<file path="src/rtl/bootrom_stream_loader.sv">
// Boot ROM stream loader: takes a valid/ready byte stream and writes it into the boot ROM RAM write port.
// Define BOOTLOAD_CSUM_EN to expect a trailing checksum byte and check it in a CHECK state.
`timescale 1ns/1ps
module bootrom_stream_loader #(
    parameter int ADDR_W  = 12,
    parameter int DATA_W  = 8,
    parameter int IMG_LEN = 2304,
    parameter int TIMEOUT = 65535
) (
    input  logic              clock,
    input  logic              reset,
    input  logic              start,
    input  logic              abort,
    input  logic [DATA_W-1:0] in_data,
    input  logic              in_valid,
    output logic              in_ready,
    output logic [ADDR_W-1:0] address_b,
    output logic [DATA_W-1:0] data_b,
    output logic              wren_b,
    output logic              busy,
    output logic              done,
    output logic              error,
    output logic [ADDR_W:0]   byte_count
);
    localparam int CNT_W  = ADDR_W + 1;
    localparam int IDLE_W = $clog2(TIMEOUT + 1);
`ifdef BOOTLOAD_CSUM_EN
    localparam int STREAM_LEN = IMG_LEN + 1;
`else
    localparam int STREAM_LEN = IMG_LEN;
`endif

    typedef enum logic [1:0] {
        S_IDLE  = 2'd0,
        S_LOAD  = 2'd1,
        S_CHECK = 2'd2,
        S_FIN   = 2'd3
    } state_t;

    state_t            state_q, state_d;
    logic [CNT_W-1:0]  count_q, count_d;
    logic [IDLE_W-1:0] idle_q, idle_d;
    logic              done_q, done_d;
    logic              error_q, error_d;
    logic              wren_q, wren_d;
    logic [ADDR_W-1:0] addr_q, addr_d;
    logic [DATA_W-1:0] data_q, data_d;
    logic              accept;
    logic              last_accept;
    logic              img_byte;
`ifdef BOOTLOAD_CSUM_EN
    logic [7:0]        sum_q, sum_d;
`endif

    // Handshake: a byte transfers on a cycle with in_valid && in_ready. in_ready depends
    // only on state, never on in_valid; a same-cycle abort squashes the transfer.
    always_comb begin
        state_d     = state_q;
        count_d     = count_q;
        idle_d      = idle_q;
        done_d      = done_q;
        error_d     = error_q;
        wren_d      = 1'b0;
        addr_d      = addr_q;
        data_d      = data_q;
`ifdef BOOTLOAD_CSUM_EN
        sum_d       = sum_q;
`endif
        in_ready    = (state_q == S_LOAD);
        busy        = (state_q == S_LOAD) || (state_q == S_CHECK);
        accept      = in_valid && in_ready && !abort;
        last_accept = accept && (count_q == CNT_W'(STREAM_LEN - 1));
        img_byte    = (count_q < CNT_W'(IMG_LEN));

        case (state_q)
            S_IDLE, S_FIN: begin
                if (state_q == S_FIN) state_d = S_IDLE;
                if (start) begin
                    state_d = S_LOAD;
                    count_d = '0;
                    idle_d  = '0;
                    done_d  = 1'b0;
                    error_d = 1'b0;
`ifdef BOOTLOAD_CSUM_EN
                    sum_d   = 8'h00;
`endif
                end
            end
            S_LOAD: begin
                if (abort) begin
                    state_d = S_FIN;
                    error_d = 1'b1;
                end else if (accept) begin
                    count_d = count_q + 1'b1;
                    idle_d  = '0;
`ifdef BOOTLOAD_CSUM_EN
                    sum_d   = sum_q + 8'(in_data);
`endif
                    // The checksum byte is counted but never reaches the RAM.
                    if (img_byte) begin
                        wren_d = 1'b1;
                        addr_d = count_q[ADDR_W-1:0];
                        data_d = in_data;
                    end
                    if (last_accept) begin
`ifdef BOOTLOAD_CSUM_EN
                        state_d = S_CHECK;
`else
                        state_d = S_FIN;
                        done_d  = 1'b1;
`endif
                    end
                end else if (idle_q == IDLE_W'(TIMEOUT - 1)) begin
                    state_d = S_FIN;
                    error_d = 1'b1;
                    idle_d  = idle_q + 1'b1;
                end else begin
                    idle_d = idle_q + 1'b1;
                end
            end
            S_CHECK: begin
                state_d = S_FIN;
                if (abort) error_d = 1'b1;
`ifdef BOOTLOAD_CSUM_EN
                else if (sum_q == 8'h00) done_d = 1'b1;
                else error_d = 1'b1;
`endif
            end
            default: state_d = S_IDLE;
        endcase
    end

    always_ff @(posedge clock) begin
        if (reset) begin
            state_q <= S_IDLE;
            count_q <= '0;
            idle_q  <= '0;
            done_q  <= 1'b0;
            error_q <= 1'b0;
            wren_q  <= 1'b0;
            addr_q  <= '0;
            data_q  <= '0;
`ifdef BOOTLOAD_CSUM_EN
            sum_q   <= 8'h00;
`endif
        end else begin
            state_q <= state_d;
            count_q <= count_d;
            idle_q  <= idle_d;
            done_q  <= done_d;
            error_q <= error_d;
            wren_q  <= wren_d;
            addr_q  <= addr_d;
            data_q  <= data_d;
`ifdef BOOTLOAD_CSUM_EN
            sum_q   <= sum_d;
`endif
        end
    end

    assign address_b  = addr_q;
    assign data_b     = data_q;
    assign wren_b     = wren_q;
    assign done       = done_q;
    assign error      = error_q;
    assign byte_count = count_q;

endmodule

</file>
<file path="config.mk">
export PLATFORM = sky130hd
export DESIGN_NAME = bootrom_stream_loader
export DESIGN_NICKNAME = d
export VERILOG_FILES = /design/src/rtl/bootrom_stream_loader.sv
export SDC_FILE = /design/constraint.sdc
export NUM_CORES = 1
export LEC_CHECK = 0
export ABC_AREA = 1
export CORE_ASPECT_RATIO = 0.9
export CORE_MARGIN = 8
export CORE_UTILIZATION = 51
export DETAILED_ROUTE_END_ITERATION = 6
export PLACE_DENSITY = 0.79
export SKIP_LAST_GASP = 1
export SYNTH_ARGS = -nofsm -noshare
export SYNTH_HDL_FRONTEND = slang
export SYNTH_SLANG_ARGS = --single-unit
</file>
<file path="constraint.sdc">
create_clock -name clock -period 2.4 [get_ports clock]
set_input_delay 0.6 -clock clock [delete_from_list [all_inputs] [get_ports clock]]
set_output_delay 0.6 -clock clock [all_outputs]
set_load 0.01 [all_outputs]
</file>
; Word-level counts from Yosys, hierarchy flattened
; Index checks and enable logic that the tools add are counted.
[word_totals]
reg_bits = 54
latchBits = 0
mem_bits_rw = 0
rom_bits = 0
mem_count = 0
[op_classes]
add_sub_neg = 2
multipliers = 0
div_mod_pow = 0
order_cmp = 1
eq_ne = 15
shift = 0
mux = 26
bitwise = 3
reduce_logical = 15
[ops]
columns = cell, count
row1 = 16-bit 2-to-1 mux, 3
row2 = 13-bit 2-to-1 mux, 3
row3 = 16-bit case mux with 2 select lines, 1
row4 = 13-bit case mux with 2 select lines, 1
row5 = "16-bit by 1-bit adder with 16-bit output, second input constant", 1
row6 = "16-bit equality test, second input constant", 1
row7 = "13-bit by 1-bit adder with 13-bit output, second input constant", 1
row8 = "13-bit by 12-bit equality test with 1-bit output, second input constant", 1
row9 = "13-bit by 12-bit less-than comparator with 1-bit output, second input constant", 1
row10 = 2-bit 2-to-1 mux, 6
row11 = 4-bit AND reduction, 3
row12 = 1-bit 2-to-1 mux, 9
row13 = "2-bit != test, second input constant", 3
row14 = "3-bit != test, second input constant", 2
row15 = 2-bit case mux with 3 select lines, 1
row16 = 3-bit AND reduction, 2
row17 = 5-bit AND reduction, 1
row18 = "2-bit equality test, second input constant", 2
row19 = "2-bit by 1-bit != test with 1-bit output, second input constant", 2
row20 = "4-bit by 2-bit != test with 1-bit output, second input constant", 1
row21 = "4-bit by 3-bit != test with 1-bit output, second input constant", 1
row22 = 4-bit OR reduction, 1
row23 = 1-bit logical AND, 3
row24 = "3-bit by 2-bit != test with 1-bit output, second input constant", 1
row25 = other kinds (9), 11

; Depth between registers and ports, before layout
[depth]
depth_word = 8
ltp_mapped = 12
ltp_nobuf = 12

; Worst setup path after synthesis
; Ideal clock, no wire load.
[synth_timing]
path_type = register -> register
startpoint = reg state_q[0]
endpoint = reg idle_q[12]
setup_time_ns = 0.115
arrival_time_ns = 1.662
required_ns = 2.285
setup_slack_ns = 0.623
stages_incl_launch_ff = 12
synth_period_minus_slack_ns = 1.777
cell_sequence = dfxtp_1 > inv_1 > ha_1 > inv_1 > nor2_1 > inv_1 > nand2_2 > buf_6 > nor2_1 > nand3_1 > nand2_1 > nor2_1
[synth_between]
elab_chain_cells = 6
[synth_lines]
columns = element, line
row1 = from (decl), 40  ; state_t state_q, state_d;
row2 = from (signal assigned), 147  ; state_q <= state_d;
row3 = 2-bit by 1-bit equality test with 1-bit output, "69, 75"
row4 = 1-bit logical AND (2 in series), 71  ; accept = in_valid && in_ready && !abort;
row5 = 16-bit 2-to-1 mux, 93  ; end else if (accept) begin
row6 = 16-bit 2-to-1 mux, 90  ; if (abort) begin
row7 = 16-bit case mux with 2 select lines, 75  ; case (state_q)
row8 = to (signal assigned), 149  ; idle_q <= idle_d;
row9 = to (decl), 42  ; logic [IDLE_W-1:0] idle_q, idle_d;
; Several ways; a longest one is shown, not always the timed one. The select of a mux whose other input is x is not followed.
; A chain may end at the register's enable or synchronous reset.

; Worst setup path in the final report
[layout_timing]
startpoint = reg state_q[0]
endpoint = out in_ready
[layout_between]
elab_chain_cells = 1
[layout_lines]
columns = element, line
row1 = 2-bit by 1-bit equality test with 1-bit output, 69  ; in_ready = (state_q == S_LOAD);
row2 = to (decl), 16  ; output logic in_ready,
; No other way between the ends.

==> impl_metrics.json <==
{
  "core_um2": 4830,
  "vdd_drop_max_mv": 0.559,
  "die_h_um": 83.0,
  "syn-num-nets": 364,
  "htree_levels": 2,
  "grt_pass1_vias": 2285,
  "synth_top_area_share_pct": 42.6,
  "vias": 2373,
  "critPathArrivalTime_ns": 1.68,
  "endpoint": "in_ready",
  "dpl_worst_slack_ns": 0.118,
  "place.gp.congestion": 0.900,
  "synth_top_family_by_area": "simple AND/OR/NAND/NOR gates",
  "rrSetupSlack_ns": 0.31,
  "ant_nets": 0,
  "yosys.area_share.adder_pct": 2.96,
  "die_w_um": 90.4,
  "rr_worst_depth": 12,
  "synth.distinct_cells": 30,
  "setup_viol": 0,
  "cts_setup_buffers": 0,
  "reg2reg_from": "state_q[0]",
  "firstDrtPassIters": 4,
  "antenna_found_initial": 0,
  "rsz0062_at_grt": "false",
  "grt_usage_pct": 16.5,
  "placed_cells": 457,
  "synthMuxAreaShare_pct": 0,
  "drt_iter0_drc": 188,
  "yosys.area.top_type": "dfxtp_1",
  "nFillCells": 431,
  "powerDensity_nw_per_um2": 747,
  "tightest_slew_ns": 0.325,
  "yosys-top-cells-area": "dfxtp_1, nor2_1, nand2_1, a21oi_1, inv_1",
  "slew_viol_final": 0,
  "cts.path.max_buffers": 2,
  "wl_per_cell_um": 13.1,
  "synth-seq-area-share_pct": 42.6,
  "fin_skew_ns": 0.00770,
  "root_buffer": "clkbuf_8",
  "worstSetupPathType": "flop to primary output",
  "drv_cap": 0,
  "synth_area_per_cell_um2": 7.36,
  "clock_latency_ns": 0.31,
  "io_pins": 51,
  "drc": 0,
  "grt_first_pass_wirelength_um": 10500,
  "mostFrequentLayoutCells": "nor2_1, nand2_1, dfxtp_1",
  "grt-ovfl-total": 0,
  "status": "completed",
  "dieArea_um2": 7500,
  "yosys_warnings": 0,
  "rows": 24,
  "relSlewSlack_pct": 78.3,
  "nets": 418,
  "cts_hold_buf": 0,
  "diodes": 0,
  "instances_no_fill": 465,
  "min_period_over_period_pct": 95.1,
  "crit_path_end_kind": "primary output",
  "port_buffers": 50,
  "cp_max_fo": 6,
  "grt_max_degree": 22,
  "hold_viol": 0,
  "path_clk_slew_ns": 0.09,
  "cts_tree": "built",
  "yosys.area_share.simple_pct": 28.2,
  "period_needed_ns": 2.28,
  "area_growth_pct": 25.4,
  "hold_class": "flop to flop",
  "hp-start": "error",
  "layout_setup_ws_ns": 0.117,
  "setup_tns_ns": 0,
  "synthXorXnorAreaFrac_pct": 0.690,
  "layout_commonest_cell": "nor2_1",
  "vias_per_cell": 5.10,
  "worstPathRequired_ns": 1.80,
  "cts_sinks": 54,
  "timing.fmax_ghz": 0.438,
  "dp_hpwl_um": 4580,
  "r2r_end": "idle_q[13]",
  "cts_buffers": 5,
  "netlist_instances": 345,
  "ctsResizeCount": 0,
  "synth_area_um2": 2540,
  "crit_path_start_kind": "flop",
  "total_leakage_power_uw": 0.00122,
  "final_layout_size_suffix_gt1_share_pct": 9.50,
  "wl_um": 6090,
  "ys_seq_elements": 54,
  "start_util_pct": 52.5,
  "crit_start": "state_q[0]",
  "synth_compound_area_share_pct": 16.5
}
## worst max-delay path, cell delays in order (launching register included)
cell	delay [ns]
dfxtp_1	0.39
ha_1	0.37
clkdlybuf4s50_1	0.61
## layout make-up
cell class | instances | area, µm² | area share [%]
clock buffers | 6 | 82.6 | 2.59
well taps | 65 | 81.3 | 2.55
inverters | 40 | 155 | 4.87
clock inverters | 2 | 16.3 | 0.511
flip-flops and latches | 54 | 1080 | 33.9
multi-input cells | 243 | 1230 | 38.6
repair buffers | 55 | 541 | 17.0
## state kept, by name, indices dropped and copies added, names as in the netlist
register and cells:
address_b 12, byte_count 13, data_b 8, done 1, error 1, idle_q 16, state_q 2, wren_b 1
## how the worst min path moves through the flow
| stage | endpoint | slack [ns] | cells past startpoint |
|---|---|---|---|
| floorplan | idle_q[10] | 0.46 | 1 |
| global placement | error | 0.45 | 2 |
| global route | error | 0.52 | 2 |
| finish | error | 0.46 | 2 |
| detailed placement | error | 0.45 | 2 |
| CTS | error | 0.47 | 2 |
## cells in the mapped netlist
library cell	number
nor2_1	64
nand2_1	57
dfxtp_1	54
inv_1	37
a21oi_1	29
o21ai_0	27
nand3_1	14
o21ai_2	9
nor3_1	8
buf_6	6
ha_1	6
nand4_1	5
nand2_2	4
nor2_4	3
a211oi_1	2
clkbuf_1	2
inv_2	2
nor3b_1	2
or2_2	2
xor2_1	2
a21oi_4	1
a221oi_1	1
a22oi_1	1
inv_6	1
nand2_4	1
nand3b_1	1
nor2_2	1
nor3_2	1
o21a_1	1
o21ai_1	1
## per-stage QoR
step	power [µW]	util (%)	hold slack (ns)	area (µm²)
2_1_floorplan	1610	-	0.459	2540
3_3_place_gp	1840	63.8	0.452	3080
5_1_grt	2530	65.9	0.519	3190
4_1_cts	2400	65.8	0.465	3180
6_report	2380	65.9	0.463	3190
3_5_place_dp	1860	63.8	0.451	3080
## where the power goes
part | total (µW) | leakage, µW | internal [µW] | switching (µW)
Sequential | 1010 | 0.000437 | 964 | 48.0
Combinational | 823 | 0.000736 | 302 | 520
Clock | 546 | 0.0000478 | 238 | 307
## layer usage
metal / GRT usage (%) / share of wire [%]
met5: 0 / 0
met4: 4.98 / 1.2
met3: 4.86 / 4.8
met2: 26.5 / 44
met1: 20.7 / 50
## cells by family (layout without fill, tap and decap cells)
family | count (synthesis) | after routing
AOI/OAI and AO/OA | 72 | 72
xor gates and xnor gates | 2 | 2
adders and majority gates | 6 | 6
buffers and inverters | 48 | 103
DFF | 54 | 54
and+or+nand+nor | 163 | 163
No activity file was read; power rests on OpenSTA's default activity.
